--- config.mk ---
export PLATFORM = sky130hd
export DESIGN_NAME = note_arbiter
export DESIGN_NICKNAME = d
export VERILOG_FILES = /design/src/rtl/note_arbiter.sv
export SDC_FILE = /design/constraint.sdc
export NUM_CORES = 1
export LEC_CHECK = 0
export CAP_MARGIN = 10
export CORE_MARGIN = 3
export CORE_UTILIZATION = 62
export CTS_CLUSTER_DIAMETER = 30
export DETAILED_ROUTE_END_ITERATION = 12
export PLACE_DENSITY = 0.79
export RECOVER_POWER = 50
export SLEW_MARGIN = 20
export SYNTH_ARGS = -nofsm -noshare
export SYNTH_HDL_FRONTEND = slang
export SYNTH_SLANG_ARGS = --single-unit
--- constraint.sdc ---
create_clock -name clk_in -period 5.2 [get_ports clk_in]
set_clock_uncertainty 0.1 [all_clocks]
set_input_delay 0.52 -clock clk_in [delete_from_list [all_inputs] [get_ports clk_in]]
set_output_delay 0.52 -clock clk_in [all_outputs]
set_load 0.01 [all_outputs]
--- src/rtl/note_arbiter.sv ---
// note_arbiter: debounces eight piano keys and picks the note that sounds.
// A single held key plays continuously. Several held keys take turns
// round-robin, one time slot each. The chosen period is handed to the tone
// divider over a valid/ready handshake.
//
// state | meaning
// IDLE  | no key held, divider disabled
// LOAD  | offering tone_period to the divider, waiting for tone_ready
// PLAY  | divider enabled, slot timer running
module note_arbiter #(
  parameter int DEB_CYCLES  = 500000,
  parameter int SLOT_CYCLES = 5000000,
  parameter int PW          = 18
) (
  input  logic          clk_in,
  input  logic          rst,
  input  logic [7:0]    keys,
  output logic [7:0]    active_keys,
  output logic [PW-1:0] tone_period,
  output logic          tone_valid,
  input  logic          tone_ready,
  output logic          tone_on,
  output logic [2:0]    note_idx
);

  localparam int DW = $clog2(DEB_CYCLES + 1);
  localparam int TW = $clog2(SLOT_CYCLES + 1);

  typedef enum logic [1:0] {IDLE, LOAD, PLAY} state_t;

  state_t        state, state_d;
  logic [7:0]    sync1, sync2;
  logic [DW-1:0] cnt [8];
  logic [TW-1:0] timer;
  logic [2:0]    cur, cur_d, ptr;
  logic          reload;
  logic          expiry;
  logic [7:0]    others;

  // First set bit of mask, scanning upward from start and wrapping at 7.
  function automatic logic [2:0] sel(input logic [2:0] start, input logic [7:0] mask);
    logic [2:0] r;
    logic [2:0] idx;
    r = 3'd0;
    for (int k = 7; k >= 0; k--) begin
      idx = start + 3'(k);
      if (mask[idx]) r = idx;
    end
    return r;
  endfunction

  // Divider periods for Do4..Do5.
  function automatic logic [PW-1:0] period_of(input logic [2:0] i);
    logic [PW-1:0] p;
    case (i)
      3'd0:    p = PW'(191113);
      3'd1:    p = PW'(170263);
      3'd2:    p = PW'(151687);
      3'd3:    p = PW'(143173);
      3'd4:    p = PW'(127553);
      3'd5:    p = PW'(113637);
      3'd6:    p = PW'(101239);
      default: p = PW'(95557);
    endcase
    return p;
  endfunction

  assign expiry = (timer == TW'(SLOT_CYCLES - 1));

  // Two-flop synchroniser for the asynchronous key levels.
  always_ff @(posedge clk_in) begin
    if (rst) begin
      sync1 <= '0;
      sync2 <= '0;
    end else begin
      sync1 <= keys;
      sync2 <= sync1;
    end
  end

  // Per-key debounce: flip only after DEB_CYCLES consecutive disagreeing samples.
  always_ff @(posedge clk_in) begin
    if (rst) begin
      active_keys <= '0;
      for (int i = 0; i < 8; i++) cnt[i] <= '0;
    end else begin
      for (int i = 0; i < 8; i++) begin
        if (sync2[i] == active_keys[i]) begin
          cnt[i] <= '0;
        end else if (cnt[i] == DW'(DEB_CYCLES - 1)) begin
          active_keys[i] <= ~active_keys[i];
          cnt[i]         <= '0;
        end else begin
          cnt[i] <= cnt[i] + DW'(1);
        end
      end
    end
  end

  // FSM state register.
  always_ff @(posedge clk_in) begin
    if (rst) state <= IDLE;
    else     state <= state_d;
  end

  // Next-state and next-note selection; reload marks a new period to offer.
  always_comb begin
    state_d = state;
    cur_d   = cur;
    reload  = 1'b0;
    others  = active_keys & ~(8'd1 << cur);
    case (state)
      IDLE: begin
        if (active_keys != 8'd0) begin
          cur_d   = sel(ptr, active_keys);
          reload  = 1'b1;
          state_d = LOAD;
        end
      end
      LOAD: begin
        if (tone_ready) state_d = (active_keys != 8'd0) ? PLAY : IDLE;
      end
      PLAY: begin
        if (active_keys == 8'd0) begin
          state_d = IDLE;
        end else if (!active_keys[cur]) begin
          cur_d   = sel(ptr, active_keys);
          reload  = 1'b1;
          state_d = LOAD;
        end else if (expiry && others != 8'd0) begin
          cur_d   = sel(ptr, others);
          reload  = 1'b1;
          state_d = LOAD;
        end
      end
      default: state_d = IDLE;
    endcase
  end

  // Moore outputs.
  always_comb begin
    tone_valid = (state == LOAD);
    tone_on    = (state == PLAY);
  end

  // Note datapath and slot timer; the period is frozen while LOAD waits.
  always_ff @(posedge clk_in) begin
    if (rst) begin
      cur         <= 3'd0;
      ptr         <= 3'd0;
      note_idx    <= 3'd0;
      tone_period <= '0;
      timer       <= '0;
    end else begin
      cur <= cur_d;
      if (reload) tone_period <= period_of(cur_d);
      if (state == LOAD && tone_ready) begin
        note_idx <= cur;
        ptr      <= cur + 3'd1;
      end
      if (state != PLAY || expiry) timer <= '0;
      else                         timer <= timer + TW'(1);
    end
  end

endmodule

# [Yosys cells after proc, flatten, opt, wreduce, memory -nomap -nowiden]
# Memories as Yosys holds them, arrays and structs flattened.
# Cells that the tools add are included.
# W data, S select, Z words.
[word_totals] ff_bits=76 mem_bits_rw=152 in_bits=11 output_inout_bits=31 wordCells=315 mem_count=1
[classes] add_sub_neg=17 n_lt_le_gt_ge=9 eq_ne=29 shift=1 muxes=182 bitwise_logic=42 reduce_logical=18
[memory_table] memory="cnt" depth=8 width=19 read_ports=8 rd_ports_with_merged_regs=0 write_ports=8 line="33" text="logic [DW-1:0] cnt [8];"
[ops] cell="$mux W19" n=24
[ops] cell="$add A19 B1 Y19 const B" n=8
[ops] cell="$eq A19 B19 Y1 const B" n=8
[ops] cell="$pmux W18 S7" n=1
[ops] cell="$mux W1" n=111
[ops] cell="$mux W3" n=20
[ops] cell="$bmux W1 S3" n=17
[ops] cell="$lt A3 B4 Y1 const B" n=9
[ops] cell="$or A1 B1 Y1" n=24
[ops] cell="$add A23 B1 Y23 const B" n=1
[ops] cell="$eq A23 B23 Y1 const B" n=1
[ops] cell="$not A1 Y1" n=16
[ops] cell="$reduce_and A2 Y1" n=8
[ops] cell="$reduce_bool A8 Y1" n=2
[ops] cell="$add A3 B3 Y3 const B" n=4
[ops] cell="$mux W2" n=6
[ops] cell="$eq A3 B3 Y1 const B" n=3
[ops] cell="$and A8 B8 Y8" n=1
[ops] cell="$eq A1 B1 Y1" n=8
[ops] cell="$logic_not A8 Y1" n=1
[ops] cell="$not A8 Y8" n=1
[ops] cell="$shl A1 B3 Y8 const A" n=1
[ops] cell="$add A3 B1 Y3 const B" n=2
[ops] cell="$add A3 B2 Y3 const B" n=2
[ops] cell="16 further kinds" n=19

# [Depth between registers and ports, before layout]
[depth] word_depth=19 ltp_mapped=15 depth_no_buf=12

# [Worst setup path after synthesis]
# OpenSTA, ideal clock, no wires.
[synth_timing] path_kind="register -> register" from="register ptr[1]" to="register tone_period[1]" setup_time_ns=0.074 arrival_ns=3.641 required_time_ns=5.026 setup_slack_ns=1.385 stages_incl_launch_ff=14 path_buffers=2 period_less_slack_ns=3.815 cell_sequence="dfxtp_1 buf_2 clkinv_1 ha_1 buf_2 xnor2_1 mux4_2 a41o_1 a311oi_1 o32ai_1 a21oi_4 inv_2 or4_1 a31oi_1"
[synth_via] elab_chain_cells=17 word_cells_on_any_way=68 cone_classes="7 x add/sub; 6 x eq/ne; 54 x mux; 1 x reduce/logical"
[synth_rtl] element="from (decl)" line="35" text="logic [2:0] cur, cur_d, ptr;"
[synth_rtl] element="from (signal assigned)" line="159" text="ptr <= cur + 3'd1;"
[synth_rtl] element="$add A3 B3 Y3" line="46" text="idx = start + 3'(k);"
[synth_rtl] element="$bmux W1 S3" line="47" text="if (mask[idx]) r = idx;"
[synth_rtl] element="$mux W1 (not written as such)" line="47"
[synth_rtl] element="$mux W3 (8 in a row)" line="47"
[synth_rtl] element="$mux W3" line="130" text="end else if (expiry && others != 8'd0) begin"
[synth_rtl] element="$mux W3" line="126" text="end else if (!active_keys[cur]) begin"
[synth_rtl] element="$mux W3" line="124" text="if (active_keys == 8'd0) begin"
[synth_rtl] element="$pmux W3 S2 *" line="112" text="case (state)"
[synth_rtl] element="$eq A3 B3 Y1, or another cell as far along" line="55" text="case (i)"
[synth_rtl] element="$pmux W18 S7 *" line="55"
[synth_rtl] element="to (signal assigned)" line="156" text="if (reload) tone_period <= period_of(cur_d);"
[synth_rtl] element="to (decl)" line="19" text="output logic [PW-1:0] tone_period,"
# Mark *: on every way between the ends. The rest lies on a longest branch, timed or not. The select of a mux whose other input is x is not followed.
# A chain may end at the register's enable or synchronous reset.

# [Worst setup path after layout]
[layout_timing] from="register ptr[1]" to="register tone_period[4]"
# Same word-level chain as after synthesis.

==> results.py <==
metrics = {
    "flow_run": {
        "cap_violations": 1,
    },
    "final_layout": {
        "nets": 1553,
        "design_area_sq_um": 15600,
        "mostFrequentLayoutCell": "nor2_1",
        "layout_common_cells": "nor2_1 (262), edfxtp_1 (152), conb_1 (152), nand2_1 (114), xor2_1 (102)",
        "fin_util_pct": 78.7,
        "antennaDiodeCount": 0,
        "drive_above_1_share_pct": 8.19,
        "fillers": 1338,
        "synthToLayoutAreaGrowth_pct": 22.1,
    },
    "power_and_ir_drop": {
        "p_leak_nw": 5.64,
        "intPower_mw": 4.31,
        "vdd.ir_drop.worst_mv": 0.395,
        "swShare_pct": 20.3,
        "p_comb_share_pct": 2.2,
        "switching_power_mw": 1.10,
        "pwr-share-seq_pct": 37.9,
        "p_per_area_nw_per_um2": 346,
        "power.share.clock_pct": 59.9,
    },
    "yosys": {
        "synth_edf_count": 152,
        "syn_area_sq_um": 12800,
        "synthFlopType": "edfxtp_1",
        "yosys.area.top_type": "edfxtp_1",
        "synth_top_area_share_pct": 35.7,
        "yosysWarnings": 0,
        "ys_ff_latch": 228,
        "synth.area.top_cells": "edfxtp_1 (36%), dfxtp_1 (12%), nor2_1 (7.7%), xor2_1 (7.0%), xnor2_1 (4.2%)",
        "avgSynthCellArea_sq_um": 9.60,
        "ys_types": 77,
        "synthArstFlopShare_pct": 0,
        "syn_inst": 1333,
        "seq_area_frac_synth_pct": 47.6,
    },
    "placement": {
        "io_buffer_count": 41,
        "place_ws_ns": 0.887,
        "hpwl_um": 18300,
        "dpl_cell_area_sq_um": 13900,
        "globalplace.congestion": 0.971,
    },
    "hold_path": {
        "min_path_type": "register to register",
        "holdPathStages": 1,
    },
    "clocking": {
        "ctsResizeCount": 0,
        "clk_pin_slew_worst_paths_ns": 0.05,
        "cts_hold_buf": 0,
        "htree_levels": 2,
        "cts_setup_buffers": 0,
        "cts_buffers": 46,
        "clockBufferDepth": 3,
        "clock-sinks": 228,
        "cts_tree": "done",
        "cts-root-buf": "clkbuf_16",
        "clk_latency_ns": 0.53,
    },
    "setup_path": {
        "cp_top_family": "compound AO/OA/AOI/OAI gates",
        "path_max_fanout": 22,
        "end_kind": "register",
        "ff2ff_setup_slack_ns": 0.75,
        "crit_arrival_ns": 4.77,
        "cp_data_required_time_ns": 5.52,
        "crit_path_cell_trace": "clkinv_1 > ha_1 > clkinv_1 > mux4_2 > a41o_1 > a311oi_1 > o32ai_1 > a21oi_4 > inv_2 > or3_1 > a311oi_1",
        "critPathSlowestCell": "ha_1",
        "worstSetupPathType": "register to register",
        "cpPeakStageDelay_ns": 0.94,
        "start_kind": "register",
        "r2r_cells": 11,
        "path_buf_inv": 3,
        "cp.depth": 11,
    },
    "die": {
        "rows": 51,
        "start_util_pct": 64.5,
        "die_area_sq_um": 22400,
        "ios": 42,
        "die_x_um": 150,
        "die_y_um": 150,
        "fp.coreArea_sq_um": 19800,
    },
    "route": {
        "drt_wl_total_um": 28000,
        "detail_route.iter0.violations": 705,
        "postRouteAntennaNets": 0,
        "num_vias": 10220,
        "drt_pass1_iterations": 5,
        "viasPerCell": 5.59,
        "wl_per_cell_um": 15.3,
        "drcViolationCount": 0,
    },
    "timing": {
        "worst_slack_ns": 0.750,
        "layout_min_cycle_time_ns": 4.45,
        "rsz0062_at_grt": "false",
        "finalCritPeriodShare_pct": 85.6,
        "report.final.slew_viol_count": 40,
        "worst_pin_slew_ns": 2.09,
        "slew-limit-headroom_pct": -39.1,
        "setup-tns-final_ns": 0,
        "fmax_ghz": 0.225,
        "setup_viol": 0,
        "holdWs_ns": 0.329,
        "hold_viol": 0,
    },
    "grt": {
        "overflow": 0,
        "antenna_found_initial": 0,
        "grt_pass1_vias": 10043,
        "grt_max_degree": 40,
        "grt_first_pass_wirelength_um": 47300,
        "grt_use_total_pct": 25.6,
    },
    "status": {
        "status": "finished, violations left",
        "violations": "max-capacitance violations, max-slew violations",
    },
}
## worst paths after layout
| check | from | endpoint |
|---|---|---|
| setup / recovery | ptr[1] | tone_period[4] |
| hold / removal | sync1[7] | sync2[7] |
| setup reg to reg | ptr[1] | tone_period[4] |
| hold reg to reg | sync1[7] | sync2[7] |
## metal layers
layer / vias to the layer above / global-route usage [%] / routed length (um)
li1: 4973 / - / -
met1: 4813 / 33.3 / 11900
met2: 366 / 43.6 / 13600
met3: 68 / 4.54 / 1790
met4: 0 / 8.65 / 717
met5: - / 0 / 0
## sequential cells by signal, summed over array words and instances, names as in the netlist
name / count
cur: 3
sync1: 8
timer: 23
note_idx: 3
tone_period: 18
cnt: 152
active_keys: 8
ptr: 3
state: 2
sync2: 8
## cells in the mapped netlist (all sizes together) (6+ instances only)
| master | instances |
|---|---|
| a211oi | 8 |
| a21o | 8 |
| a21oi | 43 |
| and2 | 12 |
| and3 | 30 |
| buf | 14 |
| clkbuf | 39 |
| dfxtp | 76 |
| edfxtp | 152 |
| ha | 17 |
| inv | 34 |
| mux2 | 6 |
| mux2i | 28 |
| mux4 | 14 |
| nand2 | 114 |
| nand2b | 8 |
| nand3 | 81 |
| nand3b | 8 |
| nand4 | 25 |
| nor2 | 262 |
| nor2b | 21 |
| nor3 | 17 |
| nor4 | 18 |
| nor4b | 7 |
| o211ai | 9 |
| o21ai | 20 |
| or3 | 16 |
| xnor2 | 63 |
| xor2 | 103 |
## stage by stage
step	cells	total power, mW
after floorplan	1484	2.16
after global placement	1742	2.19
after detailed placement	1742	2.20
after CTS	1827	5.45
after global routing	1827	5.58
final	1827	5.41
## power by group through the flow
| stage | clock [mW] | combinational, mW | sequential (mW) |
|---|---|---|---|
| final | 3.24 | 0.120 | 2.05 |
| after global placement | 0 | 0.111 | 2.08 |
| after floorplan | 0 | 0.0921 | 2.07 |
| after detailed placement | 0 | 0.113 | 2.08 |
| after CTS | 3.28 | 0.116 | 2.05 |
| after global routing | 3.39 | 0.138 | 2.06 |
## cells by family after synthesis
group | synth area share, %
flops | 47.6
mux | 5.18
buf+inv | 2.83
compound gates | 7.92
simple gates | 23.3
fa+ha+maj | 1.66
other cells | 0.0293
xor+xnor | 11.5
## layout make-up
class | instances | area [sq um] | share of cell area [%]
sequential | 228 | 6090 | 38.9
multi-input combinational | 1167 | 6920 | 44.3
clock buffer | 50 | 1200 | 7.66
clock inverter | 35 | 523 | 3.35
timing repair buffer | 46 | 438 | 2.80
tap | 265 | 332 | 2.12
inverter | 36 | 135 | 0.865
Power figures use the tool's default switching activity.
